File: src/rtl/div_tb_pkg.sv
// Shared definitions for the divider operand sequencer and its result checker.
// The overflow rule lives here so that the generator and the checker use the same definition.
package div_tb_pkg;

  typedef enum logic [1:0] {IDLE, RUN, DRAIN, DONE} gen_state_t;

  localparam int Z_WIDTH_DFLT = 16;
  localparam int D_WIDTH_DFLT = Z_WIDTH_DFLT / 2;

  // Quotient overflow: the upper half of the dividend already reaches the divisor
  function automatic logic ovf_pred(input logic [31:0] z_hi, input logic [31:0] d);
    return (d != 32'd0) && (z_hi >= d);
  endfunction

endpackage

File: src/rtl/div_operand_gen_if.sv
// Operand/result bundle between the sequencer (master) and the bench/checker side (slave).
interface div_operand_gen_if
  import div_tb_pkg::*;
#(
  parameter int z_width = Z_WIDTH_DFLT,
  parameter int d_width = z_width / 2
);
  logic               start;
  logic [z_width-1:0] z;
  logic [d_width-1:0] d;
  logic               issue_vld;
  logic               busy;
  logic               done;
  logic               res_vld;
  logic [z_width-1:0] res_z;
  logic [d_width-1:0] res_d;
  logic               exp_div0;
  logic               exp_ovf;
  logic [15:0]        vec_cnt;

  modport master (
    input  start,
    output z, d, issue_vld, busy, done, res_vld, res_z, res_d, exp_div0, exp_ovf, vec_cnt
  );

  modport slave (
    output start,
    input  z, d, issue_vld, busy, done, res_vld, res_z, res_d, exp_div0, exp_ovf, vec_cnt
  );
endinterface

File: src/rtl/div_delay_line.sv
// Enabled shift register with async clear; an entry pushed in enabled cycle n leaves in cycle n+depth.
module div_delay_line #(
  parameter int depth = 12,
  parameter int width = 8
) (
  input  logic             clk,
  input  logic             rst_n,
  input  logic             ena,
  input  logic [width-1:0] din,
  output logic [width-1:0] dout
);
  logic [width-1:0] stage [depth];

  always_ff @(posedge clk or negedge rst_n) begin
    if (!rst_n) begin
      for (int i = 0; i < depth; i++) stage[i] <= '0;
    end else if (ena) begin
      stage[0] <= din;
      for (int i = 1; i < depth; i++) stage[i] <= stage[i-1];
    end
  end

  assign dout = stage[depth-1];
endmodule

File: src/rtl/div_operand_gen.sv
// Nested z/d operand sweep for the divider, with expectations delayed to line up with q/s.
module div_operand_gen
  import div_tb_pkg::*;
#(
  parameter int z_width  = Z_WIDTH_DFLT,
  parameter int d_width  = z_width / 2,
  parameter int pipeline = d_width + 4,
  parameter int Z_START  = 50,
  parameter int Z_STEP   = 123,
  parameter int Z_LIMIT  = 5000,
  parameter int D_START  = 10,
  parameter int D_LIMIT  = 15
) (
  input  logic              clk,
  input  logic              rst_n,
  input  logic              ena,
  div_operand_gen_if.master bus
);
  localparam int CW = $clog2(pipeline + 1);
  localparam int LW = z_width + d_width + 3;
  localparam bit EMPTY = (Z_START >= Z_LIMIT) || (D_START >= D_LIMIT);

  gen_state_t         state, state_nxt;
  logic [z_width-1:0] z_r, z_nxt;
  logic [d_width-1:0] d_r, d_nxt;
  logic [15:0]        cnt_r, cnt_nxt;
  logic [CW-1:0]      drain_r, drain_nxt;
  logic [z_width:0]   z_sum;
  logic [d_width:0]   d_inc;
  logic               issue, div0, ovf;
  logic [LW-1:0]      line_in, line_out;

  always_ff @(posedge clk or negedge rst_n) begin
    if (!rst_n) begin
      state   <= IDLE;
      z_r     <= '0;
      d_r     <= '0;
      cnt_r   <= '0;
      drain_r <= '0;
    end else if (ena) begin
      state   <= state_nxt;
      z_r     <= z_nxt;
      d_r     <= d_nxt;
      cnt_r   <= cnt_nxt;
      drain_r <= drain_nxt;
    end
  end

  // The sum carries one extra bit so a wrap past the top of z ends the sweep instead of restarting it
  always_comb begin
    state_nxt = state;
    z_nxt     = z_r;
    d_nxt     = d_r;
    cnt_nxt   = cnt_r;
    drain_nxt = drain_r;
    z_sum     = {1'b0, z_r} + (z_width+1)'(Z_STEP);
    d_inc     = {1'b0, d_r} + 1'b1;
    case (state)
      IDLE, DONE: begin
        if (bus.start) begin
          z_nxt     = z_width'(Z_START);
          d_nxt     = d_width'(D_START);
          cnt_nxt   = '0;
          drain_nxt = '0;
          state_nxt = EMPTY ? DRAIN : RUN;
        end
      end
      RUN: begin
        cnt_nxt = cnt_r + 16'd1;
        if (d_inc < (d_width+1)'(D_LIMIT)) begin
          d_nxt = d_inc[d_width-1:0];
        end else if (z_sum[z_width] || (z_sum >= (z_width+1)'(Z_LIMIT))) begin
          state_nxt = DRAIN;
          drain_nxt = '0;
        end else begin
          d_nxt = d_width'(D_START);
          z_nxt = z_sum[z_width-1:0];
        end
      end
      DRAIN: begin
        if (drain_r == CW'(pipeline - 1)) state_nxt = DONE;
        else drain_nxt = drain_r + 1'b1;
      end
      default: state_nxt = IDLE;
    endcase
  end

  assign issue = (state == RUN);
  assign div0  = issue && (d_r == '0);
  assign ovf   = issue && ovf_pred(32'(z_r[z_width-1:d_width]), 32'(d_r));

  assign line_in = {issue, z_r, d_r, div0, ovf};

  div_delay_line #(.depth(pipeline), .width(LW)) u_line (
    .clk  (clk),
    .rst_n(rst_n),
    .ena  (ena),
    .din  (line_in),
    .dout (line_out)
  );

  assign {bus.res_vld, bus.res_z, bus.res_d, bus.exp_div0, bus.exp_ovf} = line_out;

  assign bus.z         = z_r;
  assign bus.d         = d_r;
  assign bus.issue_vld = issue;
  assign bus.busy      = (state == RUN) || (state == DRAIN);
  assign bus.done      = (state == DONE);
  assign bus.vec_cnt   = cnt_r;
endmodule

File: src/flat_wrapper.sv
// flat-port wrapper written by rule: the top's interface ports become plain ports
module div_operand_gen_flat import div_tb_pkg::*;
#(
  parameter int z_width  = Z_WIDTH_DFLT,
  parameter int d_width  = z_width / 2,
  parameter int pipeline = d_width + 4,
  parameter int Z_START  = 50,
  parameter int Z_STEP   = 123,
  parameter int Z_LIMIT  = 5000,
  parameter int D_START  = 10,
  parameter int D_LIMIT  = 15
)
  (clk, rst_n, ena, bus_start, bus_z, bus_d, bus_issue_vld, bus_busy, bus_done, bus_res_vld, bus_res_z, bus_res_d, bus_exp_div0, bus_exp_ovf, bus_vec_cnt);
  div_operand_gen_if #(.z_width(z_width), .d_width(d_width)) bus_i ();
  input  logic clk;
  input  logic rst_n;
  input  logic ena;
  input wire logic [$bits(bus_i.start)-1:0] bus_start;
  output wire logic [$bits(bus_i.z)-1:0] bus_z;
  output wire logic [$bits(bus_i.d)-1:0] bus_d;
  output wire logic [$bits(bus_i.issue_vld)-1:0] bus_issue_vld;
  output wire logic [$bits(bus_i.busy)-1:0] bus_busy;
  output wire logic [$bits(bus_i.done)-1:0] bus_done;
  output wire logic [$bits(bus_i.res_vld)-1:0] bus_res_vld;
  output wire logic [$bits(bus_i.res_z)-1:0] bus_res_z;
  output wire logic [$bits(bus_i.res_d)-1:0] bus_res_d;
  output wire logic [$bits(bus_i.exp_div0)-1:0] bus_exp_div0;
  output wire logic [$bits(bus_i.exp_ovf)-1:0] bus_exp_ovf;
  output wire logic [$bits(bus_i.vec_cnt)-1:0] bus_vec_cnt;
  assign bus_i.start = bus_start;
  assign bus_z = bus_i.z;
  assign bus_d = bus_i.d;
  assign bus_issue_vld = bus_i.issue_vld;
  assign bus_busy = bus_i.busy;
  assign bus_done = bus_i.done;
  assign bus_res_vld = bus_i.res_vld;
  assign bus_res_z = bus_i.res_z;
  assign bus_res_d = bus_i.res_d;
  assign bus_exp_div0 = bus_i.exp_div0;
  assign bus_exp_ovf = bus_i.exp_ovf;
  assign bus_vec_cnt = bus_i.vec_cnt;
  div_operand_gen #(.z_width(z_width), .d_width(d_width), .pipeline(pipeline), .Z_START(Z_START), .Z_STEP(Z_STEP), .Z_LIMIT(Z_LIMIT), .D_START(D_START), .D_LIMIT(D_LIMIT)) u_core (.clk(clk), .rst_n(rst_n), .ena(ena), .bus(bus_i));
endmodule
File: config.mk
export PLATFORM = sky130hd
export DESIGN_NAME = div_operand_gen_flat
export DESIGN_NICKNAME = d
export VERILOG_FILES = /design/src/rtl/div_tb_pkg.sv /design/src/rtl/div_operand_gen_if.sv /design/src/rtl/div_delay_line.sv /design/src/rtl/div_operand_gen.sv /design/src/flat_wrapper.sv
export SDC_FILE = /design/constraint.sdc
export NUM_CORES = 1
export LEC_CHECK = 0
export CORE_MARGIN = 2
export CORE_UTILIZATION = 48
export CTS_BUF_LIST = sky130_fd_sc_hd__clkbuf_8
export CTS_CLUSTER_SIZE = 24
export DETAILED_ROUTE_END_ITERATION = 8
export PLACE_DENSITY = 0.66
export SETUP_SLACK_MARGIN = 0.05
export SLEW_MARGIN = 40
export SYNTH_ARGS = -nofsm -noshare
export SYNTH_HDL_FRONTEND = slang
export SYNTH_SLANG_ARGS = --single-unit
File: constraint.sdc
create_clock -name clk -period 3.66 [get_ports clk]
set_input_delay 0.732 -clock clk [delete_from_list [all_inputs] [get_ports clk]]
set_output_delay 0.732 -clock clk [all_outputs]
set_load 0.005 [all_outputs]
==> run summary, run 1 <==
status -> finished clean
Pins Over Slew Limit -> 0
Remaining DRCs -> 0
Setup TNS -> 0 ps
GRT Resource Usage Total -> 15.8%
CTS buffer count -> 60
Worst Setup SP -> u_core.bus.z[0]$_DFFE_PN0P_
Final Wtd Congestion -> 0.819
FF-to-FF End -> u_core.bus.z[2]$_DFFE_PN0P_
Worst R2R Path Depth -> 10
sequential area share after synthesis -> 61.6%
CTS sink cnt -> 370
CTS tree -> yes
I/O pin count -> 74
wire length per cell -> 15.9 um
remaining antenna violation count -> 0
die area -> 32700 um2
Synth-to-Final Area Change -> 15.2%
pwr dens -> 626 nW/um2
number of synthesized flops with an enable pin -> 0
Worst Hold Class -> in2async
min Tclk post-route -> 3280 ps
grt ovf -> 0
net switching power -> 3.00 mW
Final Cycle Share -> 89.7%
max capacitance violation total -> 0
die height -> 181 um
syn_area_per_cell -> 14.4 um2
global-route wire length before repair -> 43.5 mm
Synth Net Count -> 1066
actual slew at the worst max-slew pin -> 710 ps
Synth cell types -> 58
num rows -> 64
share of power burned in combinational logic -> 19.4%
routed via count -> 8276
Seq cells post-synth -> 370
clk_lat worst skew -> 600 ps
met3 Use GR -> 3.87%
Highest Clock Rate -> 305 MHz
Max IR drop VDD -> 416 uV
CP Launch Type -> register
switching portion of total power -> 27.7%
Iter 0 DRT Violations -> 397
Post-CTS Setup Bufs -> 0
post-synthesis instance total -> 1045
post-route design area -> 17300 um2
Initial DRT Pass Iterations -> 4
largest net degree at the start of global routing -> 100
end of the critical path -> u_core.bus.z[2]$_DFFE_PN0P_
data required time of the critical path -> 4120 ps
ANT cells -> 0
Die Wd -> 181 um
worst rel slew slack -> 52.2%
share of power burned in registers -> 49.2%
Root Buffer -> clkbuf_8
worst setup margin -> 377 ps
Reg clk slew, reported paths -> 60 ps
crit path capture type -> register
Internal Power -> 7.84 mW
Primary FF master, synth -> dfrtp_1
worst-path fanout max -> 11
DR vias/cell -> 5.27
final hold vios -> 0
core footprint -> 30700 um2
initial antenna violation count -> 0
ys async rst share -> 100%
total wire length -> 24.9 mm
yosys warns -> 0
final setup fails -> 0
Worst Path Arrival -> 3740 ps
clock buffer depth -> 3
met2 global-route usage -> 22.6%
Final HPWL DP -> 15.3 mm
Leak -> 8.13 nW
H-tree lvl count -> 2
GR Layer Usage met1 -> 23.4%
Setup Skew -> 26.8 ps
reg-to-reg slack, setup -> 380 ps
share of layout cells above drive strength 1 -> 37.1%
pre-CTS setup slack -> 408 ps
final net count -> 1148
RSZ-0062 raised after global routing -> no
busiest grt layer -> met1
clock power share -> 31.5%
vias in the first global route -> 8541
# port buffers -> 73
Reg-to-Reg Start -> u_core.bus.z[0]$_DFFE_PN0P_
Placed Area -> 16100 um2
critical path class -> reg2reg
Initial Util -> 49.0%
Netlist Area Pre-Place -> 15000 um2
Post-CTS Hold Fix Bufs -> 0
PostCTS Resize Cnt -> 0
-- critical path, stage by stage, from the launching register on --
cell	delay, ps
dfrtp_1	470
inv_1	100
ha_1	260
nor2b_1	400
o211ai_1	150
xor2_1	210
or4_1	580
nand4_1	340
buf_4	260
nor4_1	70
a311o_1	320
-- state kept, by name, summed over array words and instances, names as in the netlist --
| signal | cells |
|---|---|
| u_core.bus.z | 16 |
| u_core.bus.vec_cnt | 16 |
| u_core.u_line.dout | 27 |
| u_core.u_line.stage | 297 |
| u_core.drain_r | 4 |
| u_core.state | 2 |
| u_core.bus.d | 8 |
-- cells in the mapped netlist, types with 6 or more instances --
cell type / instances / share of area [%]
buf_4: 24 / 1.2
nand3_1: 16 / 0.53
a21oi_1: 10 / 0.33
o311a_1: 6 / 0.40
clkbuf_1: 48 / 1.2
nor3_1: 15 / 0.50
dfrtp_1: 370 / 62
nand2_1: 33 / 0.82
o211ai_1: 9 / 0.45
mux2_2: 323 / 24
nor2_1: 21 / 0.52
inv_1: 25 / 0.62
xor2_1: 6 / 0.35
and3_1: 9 / 0.37
ha_1: 17 / 1.4
o21ai_0: 15 / 0.50
nand4_1: 6 / 0.25
or3_1: 10 / 0.42
-- cell families after synthesis --
family | after synthesis | synth area share, %
AOI/OAI and AO/OA | 88 | 4.32
and+or+nand+nor | 136 | 4.64
xor gates and xnor gates | 8 | 0.466
buffers and inverters | 100 | 3.11
DFF | 370 | 61.6
adders and majority gates | 17 | 1.42
muxes | 326 | 24.4
-- power groups by stage --
| stage | combinational (mW) | sequential [mW] | clock, mW |
|---|---|---|---|
| after floorplan | 1.47 | 5.23 | 0 |
| after global placement | 2.07 | 5.37 | 0 |
| after detailed placement | 2.12 | 5.40 | 0 |
| after CTS | 2.13 | 5.33 | 3.54 |
| after global routing | 2.32 | 5.45 | 3.73 |
| final | 2.10 | 5.33 | 3.41 |
-- cell usage in the layout (no fill, tap or decap), drive strengths merged, types with 10 or more instances in the layout --
master,Yosys,layout
nand3,16,16
clkdlybuf4s50,0,71
ha,17,17
inv,25,52
or3,10,10
nand2,33,33
dfrtp,370,370
nor3,15,15
buf,27,24
mux2,323,323
nor2,21,21
a21oi,10,10
o21ai,17,17
clkbuf,48,77
-- layout make-up --
class / count / area (um2)
Tap cell: 396 / 495
Sequential cell: 370 / 9260
Clock buffer: 77 / 1060
Inverter: 25 / 93.8
Multi-Input combinational cell: 575 / 5300
Timing Repair Buffer: 95 / 976
Clock inverter: 31 / 129
Fill cell: 2527 / 13400
-- metrics by stage --
step | utilization [%] | power [mW] | instances | hold WS (ps)
after CTS | 56.4 | 11.0 | 1569 | 150
final | 56.4 | 10.8 | 1569 | 144
after floorplan | - | 6.70 | 1045 | 436
after detailed placement | 52.6 | 7.52 | 1461 | 489
after global routing | 56.4 | 11.5 | 1569 | 193
after global placement | 52.5 | 7.44 | 1460 | 484
-- worst min-delay path by stage --
| stage | from | to | slack, ps | cells after the start |
|---|---|---|---|---|
| 2_1_floorplan | rst_n | u_core.bus.d[0]$_DFFE_PN0P_ | 440 | 0 |
| 3_3_place_gp | u_core.u_line.stage[305]$_DFFE_PN0P_ | u_core.u_line.stage[278]$_DFFE_PN0P_ | 480 | 1 |
| 3_5_place_dp | u_core.u_line.stage[123]$_DFFE_PN0P_ | u_core.u_line.stage[96]$_DFFE_PN0P_ | 490 | 1 |
| 4_1_cts | rst_n | u_core.u_line.stage[258]$_DFFE_PN0P_ | 150 | 1 |
| 5_1_grt | rst_n | u_core.u_line.stage[258]$_DFFE_PN0P_ | 190 | 1 |
| 6_report | rst_n | u_core.u_line.stage[258]$_DFFE_PN0P_ | 140 | 1 |
-- per-layer routing --
| layer | part of all wire [%] | wire length, um | vias up |
|---|---|---|---|
| met1 | 50 | 12400 | 4160 |
| met2 | 42 | 10400 | 172 |
| met3 | 5.8 | 1430 | 51 |
| li1 | - | - | 3893 |
| met4 | 2.2 | 558 | 0 |
| met5 | 0 | 0 | - |
Note: power is estimated with default switching activity, not from simulation.
==> run 2, diff against run 1 <==
PLACE_DENSITY = 0.67   (was 0.66)
==> run 2 against run 1 <==
Effect of this change:
- routed wire length grew 0.43%
- critical path depth is the same
- sequential share of layout area grew 0.22 points
- non-clock buffer count shrank 6
- power shrank 0.30%
- register-to-register slack gained 170 ps
- utilization shrank 0.23 points
- final area shrank 0.40%
- setup slack gained 170 ps
- critical endpoint is now u_core.state[0]$_DFFE_PN0P_
- highest routed layer unchanged
==> run summary, run 2 (synthesized netlist as in run 1, its figures left out) <==
initial antenna violation count -> 0 (unchanged)
FF/Latch Area -> 9260 um2 (unchanged)
Post-CTS Hold Fix Bufs -> 0 (unchanged)
final setup fails -> 0 (unchanged)
Die Wd -> 181 um (unchanged)
Highest Clock Rate -> 321 MHz (+5.5%)
final hold vios -> 0 (unchanged)
routed via count -> 8283 (+0.085%)
CP top delay family -> simple AND/OR/NAND/NOR gates
ANT cells -> 0 (unchanged)
worst rel slew slack -> 44.4% (-7.9 points)
grt ovf -> 0 (unchanged)
critical path's largest stage delay -> 580 ps (about the same)
Final Wtd Congestion -> 0.792 (-3.2%)
Max IR drop VDD -> 386 uV (-7.3%)
crit path capture type -> register
data required time of the critical path -> 4160 ps (+40 ps)
wire length per cell -> 16.0 um (+0.94%)
max reg flops -> 297 (unchanged)
Setup Skew -> 21.4 ps (-5.33 ps)
reg-to-reg slack, setup -> 550 ps (+170 ps)
clock buffer depth -> 3 (unchanged)
min Tclk post-route -> 3110 ps (-170 ps)
fin cells -> 1561 (-0.51%)
pre-CTS setup slack -> 565 ps (+158 ps)
crit-path cells -> inv_1 > ha_1 > nor2b_1 > o211ai_1 > xor2_1 > or4_1 > a31oi_1 > buf_4 > o221a_2 > mux2i_1
vias in the first global route -> 8513 (-0.33%)
Final HPWL DP -> 15.4 mm (+0.29%)
Slowest-stage cell, CP -> or4_1
CP Launch Type -> register
Setup TNS -> 0 ps (unchanged)
worst setup margin -> 547 ps (+170 ps)
GRT Resource Usage Total -> 15.8% (about the same)
multi-input logic area -> 5300 um2 (unchanged)
num rows -> 64 (unchanged)
CTS sink cnt -> 370 (unchanged)
global-route wire length before repair -> 43.4 mm (-0.27%)
Reg with most FFs -> u_core.u_line.stage
final net count -> 1140 (-0.70%)
CTS buffer count -> 58 (-3.3%)
share of layout cells above drive strength 1 -> 36.8% (-0.26 points)
Worst Hold Class -> in2async
Synth-to-Final Area Change -> 14.8%
# port buffers -> 73 (unchanged)
Reg clk slew, reported paths -> 60 ps (about the same)
total wire length -> 25.0 mm (+0.43%)
pwr dens -> 627 nW/um2 (+0.11%)
Pins Over Slew Limit -> 0 (unchanged)
Buf+Inv Stages, Crit Path -> 2 (unchanged)
Leak -> 8.08 nW (-0.64%)
placed insts -> 1455 (-0.41%)
critical path class -> reg2reg
I/O pin count -> 74 (unchanged)
DR vias/cell -> 5.31 (+0.60%)
Worst Path Arrival -> 3610 ps (-130 ps)
CTS tree -> yes
die area -> 32700 um2 (unchanged)
clk_lat worst skew -> 580 ps (-20 ps)
actual slew at the worst max-slew pin -> 834 ps (+124 ps)
remaining antenna violation count -> 0 (unchanged)
H-tree lvl count -> 2 (unchanged)
status -> finished clean
commonest non-fill, non-tap cells in the layout -> 370 x dfrtp_1, 323 x mux2_2, 77 x clkbuf_8
largest net degree at the start of global routing -> 148 (+48%)
Root Buffer -> clkbuf_8
RSZ-0062 raised after global routing -> no
die height -> 181 um (unchanged)
Iter 0 DRT Violations -> 510 (+28%)
worst-path fanout max -> 9 (-2)
Final Cycle Share -> 85.1% (-4.7 points)
Filler cells -> 2550 (+0.91%)
Initial DRT Pass Iterations -> 5 (+1)
PostCTS Resize Cnt -> 0 (unchanged)
Initial Util -> 49.0% (unchanged)
max capacitance violation total -> 0 (unchanged)
Post-CTS Setup Bufs -> 0 (unchanged)
Remaining DRCs -> 0 (unchanged)
most common cell after layout, fill and taps aside -> dfrtp_1
core footprint -> 30700 um2 (unchanged)
==> run 2: changes by cell type in the layout (fill, tap and decap cells not counted) <==
cell,change
clkinvlp_4,+1
buf_16,-1
clkinv_2,-1
buf_4,-5
inv_1,-2
==> run 2: through the flow <==
stage | power, mW | instance area [um2] | hold WS (ps) | util (%)
floorplan | 6.70 | 15000 | 436 | -
global placement | 7.42 | 16100 | 485 | 52.3
CTS | 11.0 | 17200 | 90.3 | 56.2
global route | 11.4 | 17200 | 97.5 | 56.2
finish | 10.8 | 17200 | 85.1 | 56.2
detailed placement | 7.50 | 16100 | 487 | 52.3
==> run 2: where the power goes <==
part | leakage, nW | switching [mW] | total [mW] | internal [mW]
Combinational | 2.59 | 0.976 | 2.07 | 1.09
Sequential | 4.79 | 0.496 | 5.35 | 4.85
Clock | 0.699 | 1.52 | 3.39 | 1.87
Total | 8.08 | 2.99 | 10.8 | 7.81
==> run 2: path summary, 6_finish.rpt <==
check | cells past startpoint | from | to
max in group asynchronous | 2 | rst_n | u_core.drain_r[3]$_DFFE_PN0P_
worst min-delay path | 1 | rst_n | u_core.u_line.stage[258]$_DFFE_PN0P_
worst min register to register | 1 | u_core.u_line.stage[209]$_DFFE_PN0P_ | u_core.u_line.stage[182]$_DFFE_PN0P_
worst max-delay path | 10 | u_core.bus.z[0]$_DFFE_PN0P_ | u_core.state[0]$_DFFE_PN0P_
worst max register to register | 10 | u_core.bus.z[0]$_DFFE_PN0P_ | u_core.state[0]$_DFFE_PN0P_
min in group clk | 2 | ena | u_core.u_line.stage[323]$_DFFE_PN0P_
==> run 2: final cells by class <==
class | count | share of cell area [%]
Clock buffer | 77 | 6.15
Timing Repair Buffer | 89 | 5.28
Clock inverter | 29 | 0.719
Inverter | 25 | 0.544
Tap cell | 396 | 2.87
Sequential cell | 370 | 53.7
Multi-Input combinational cell | 575 | 30.7
==> run 2: per-layer routing <==
layer  vias up  part of all wire, %  global-route usage, %
li1       3897                    -                      -
met1      4162                   50                   23.6
met2       181                   42                   22.2
met3        43                  6.2                   4.39
met4         0                  1.8                   5.10
met5         -                    0                      0
==> run 3, diff against run 2 <==
CORE_UTILIZATION = 55   (was 48)
PLACE_DENSITY = 0.75   (was 0.67)
==> run 3 against run 2 <==
Effect of this change:
- utilization grew 7.7 points
- clock power is essentially flat
- largest cell class unchanged
- critical path depth is the same
- clock skew shrank 8.8 ps
- global-route usage grew 1.7 points
- flip-flop and latch count is the same
- sequential power is essentially flat
- fmax shrank 6.8%
- die area shrank 12%
- combinational power is essentially flat
- sequential share of layout area grew 0.18 points
- count of clock-buffer cells in the layout shrank 3
==> run summary, run 3 (synthesized netlist as in run 1, its figures left out) <==
status -> finished clean
post-route design area -> 17200 um2 (-0.33%)
Worst Path Arrival -> 3800 ps (+190 ps)
DR vias/cell -> 5.51 (+3.8%)
share of layout cells above drive strength 1 -> 36.9% (+0.041 points)
wire length per cell -> 16.0 um (-0.35%)
num rows -> 60 (-6.3%)
worst rel slew slack -> 53.6% (+9.2 points)
final net count -> 1138 (-0.18%)
fin cells -> 1502 (-3.8%)
Leak -> 8.07 nW (-0.10%)
Setup TNS -> 0 ps (unchanged)
Reg with most FFs -> u_core.u_line.stage
Remaining DRCs -> 0 (unchanged)
Final Wtd Congestion -> 0.767 (-3.2%)
remaining antenna violation count -> 0 (unchanged)
CTS tree -> yes
Reg clk slew, reported paths -> 60 ps (about the same)
Final HPWL DP -> 14.7 mm (-4.2%)
initial antenna violation count -> 0 (unchanged)
placed insts -> 1401 (-3.7%)
final hold vios -> 0 (unchanged)
clk_lat worst skew -> 580 ps (about the same)
global-route wire length before repair -> 41.6 mm (-4.2%)
Post-CTS Hold Fix Bufs -> 0 (unchanged)
routed via count -> 8273 (-0.12%)
pwr dens -> 628 nW/um2 (+0.24%)
min Tclk post-route -> 3340 ps (+227 ps)
Highest Clock Rate -> 299 MHz (-6.8%)
# port buffers -> 73 (unchanged)
Initial Util -> 55.9% (+6.9 points)
actual slew at the worst max-slew pin -> 690 ps (-144 ps)
max reg flops -> 297 (unchanged)
share of power burned in registers -> 49.4% (about the same)
Worst R2R Path Depth -> 10 (unchanged)
Root Buffer -> clkbuf_8
I/O pin count -> 74 (unchanged)
share of power burned in combinational logic -> 19.4% (+0.3 points)
die area -> 28700 um2 (-12%)
CTS sink cnt -> 370 (unchanged)
max capacitance violation total -> 0 (unchanged)
Internal Power -> 7.84 mW (+0.29%)
crit path capture type -> register
Iter 0 DRT Violations -> 485 (-4.9%)
multi-input logic area -> 5300 um2 (unchanged)
clock buffer depth -> 3 (unchanged)
FF/Latch Area -> 9260 um2 (unchanged)
Placed Area -> 16000 um2 (-0.26%)
grt ovf -> 0 (unchanged)
Die Wd -> 169 um (-6.4%)
ANT cells -> 0 (unchanged)
Post-CTS Setup Bufs -> 0 (unchanged)
vias in the first global route -> 8260 (-3.0%)
Initial DRT Pass Iterations -> 5 (unchanged)
pre-CTS setup slack -> 408 ps (-157 ps)
FF-to-FF End -> u_core.bus.z[2]$_DFFE_PN0P_
total wire length -> 24.0 mm (-4.1%)
Worst Hold Class -> in2async
worst-path fanout max -> 11 (+2)
Tot Pwr -> 10.8 mW (about the same)
Setup Skew -> 12.7 ps (-8.76 ps)
RSZ-0062 raised after global routing -> no
PostCTS Resize Cnt -> 0 (unchanged)
largest net degree at the start of global routing -> 109 (-26%)
Max IR drop VDD -> 411 uV (+6.5%)
die height -> 169 um (-6.4%)
most common cell after layout, fill and taps aside -> dfrtp_1
reg-to-reg slack, setup -> 320 ps (-230 ps)
critical path class -> reg2reg
clock power share -> 31.1% (-0.3 points)
CTS buffer count -> 55 (-5.2%)
data required time of the critical path -> 4120 ps (-40 ps)
net switching power -> 2.96 mW (-1.1%)
core footprint -> 26900 um2 (-12%)
Filler cells -> 2025 (-21%)
switching portion of total power -> 27.4% (-0.28 points)
GRT Resource Usage Total -> 17.4% (+1.7 points)
Synth-to-Final Area Change -> 14.4%
Pins Over Slew Limit -> 0 (unchanged)
Final Cycle Share -> 91.3% (+6.2 points)
final setup fails -> 0 (unchanged)
worst setup margin -> 320 ps (-227 ps)
Reg-to-Reg Start -> u_core.bus.z[0]$_DFFE_PN0P_
Final Hold Slack -> 147 ps (+62.0 ps)
utilization after layout -> 63.9% (+7.7 points)
H-tree lvl count -> 2 (unchanged)
commonest non-fill, non-tap cells in the layout -> 370 x dfrtp_1, 323 x mux2_2, 74 x clkbuf_8
CP Launch Type -> register
[run 3: area by class of cell]
cell class / count / share of cell area (%)
clock buffers: 74 / 5.93
clock inverters: 27 / 0.867
inverters: 25 / 0.546
multi-input cells: 575 / 30.8
flip-flops and latches: 370 / 53.9
well taps: 341 / 2.48
repair buffers: 90 / 5.46
[run 3: worst max-delay path, cell delays in order (launching register included)]
cell and delay [ps]:
dfrtp_1 480, inv_1 90, ha_1 260, nor2b_1 420, o211ai_1 150, xor2_1 220, or4_1 600, nand4_1 350
buf_4 260, nor4_1 70, a311o_1 320
[run 3: power by group through the flow]
stage | sequential, mW | combinational [mW] | clock (mW)
3_3_place_gp | 5.37 | 2.04 | 0
3_5_place_dp | 5.41 | 2.09 | 0
5_1_grt | 5.44 | 2.32 | 3.67
4_1_cts | 5.34 | 2.11 | 3.49
6_report | 5.33 | 2.10 | 3.36
2_1_floorplan | 5.23 | 1.47 | 0
[run 3: layer usage]
layer	vias up	GRT usage, %	part of all wire [%]
met5	-	0	0
met4	0	4.87	1.7
met3	40	5.04	6.4
met2	203	25.1	43
met1	4141	25.9	49
li1	3889	-	-
[run 3: worst max path at each step]
stage                     slack (ps)                     endpoint  cells past startpoint                        start
after CTS                        390  u_core.bus.z[2]$_DFFE_PN0P_                     10  u_core.bus.z[0]$_DFFE_PN0P_
after global routing             140  u_core.bus.z[2]$_DFFE_PN0P_                     10  u_core.bus.z[0]$_DFFE_PN0P_
after global placement           520  u_core.bus.z[2]$_DFFE_PN0P_                     10  u_core.bus.z[0]$_DFFE_PN0P_
after floorplan                  890  u_core.state[1]$_DFFE_PN0P_                      7  u_core.bus.z[6]$_DFFE_PN0P_
after detailed placement         410  u_core.bus.z[2]$_DFFE_PN0P_                     10  u_core.bus.z[0]$_DFFE_PN0P_
final                            320  u_core.bus.z[2]$_DFFE_PN0P_                     10  u_core.bus.z[0]$_DFFE_PN0P_
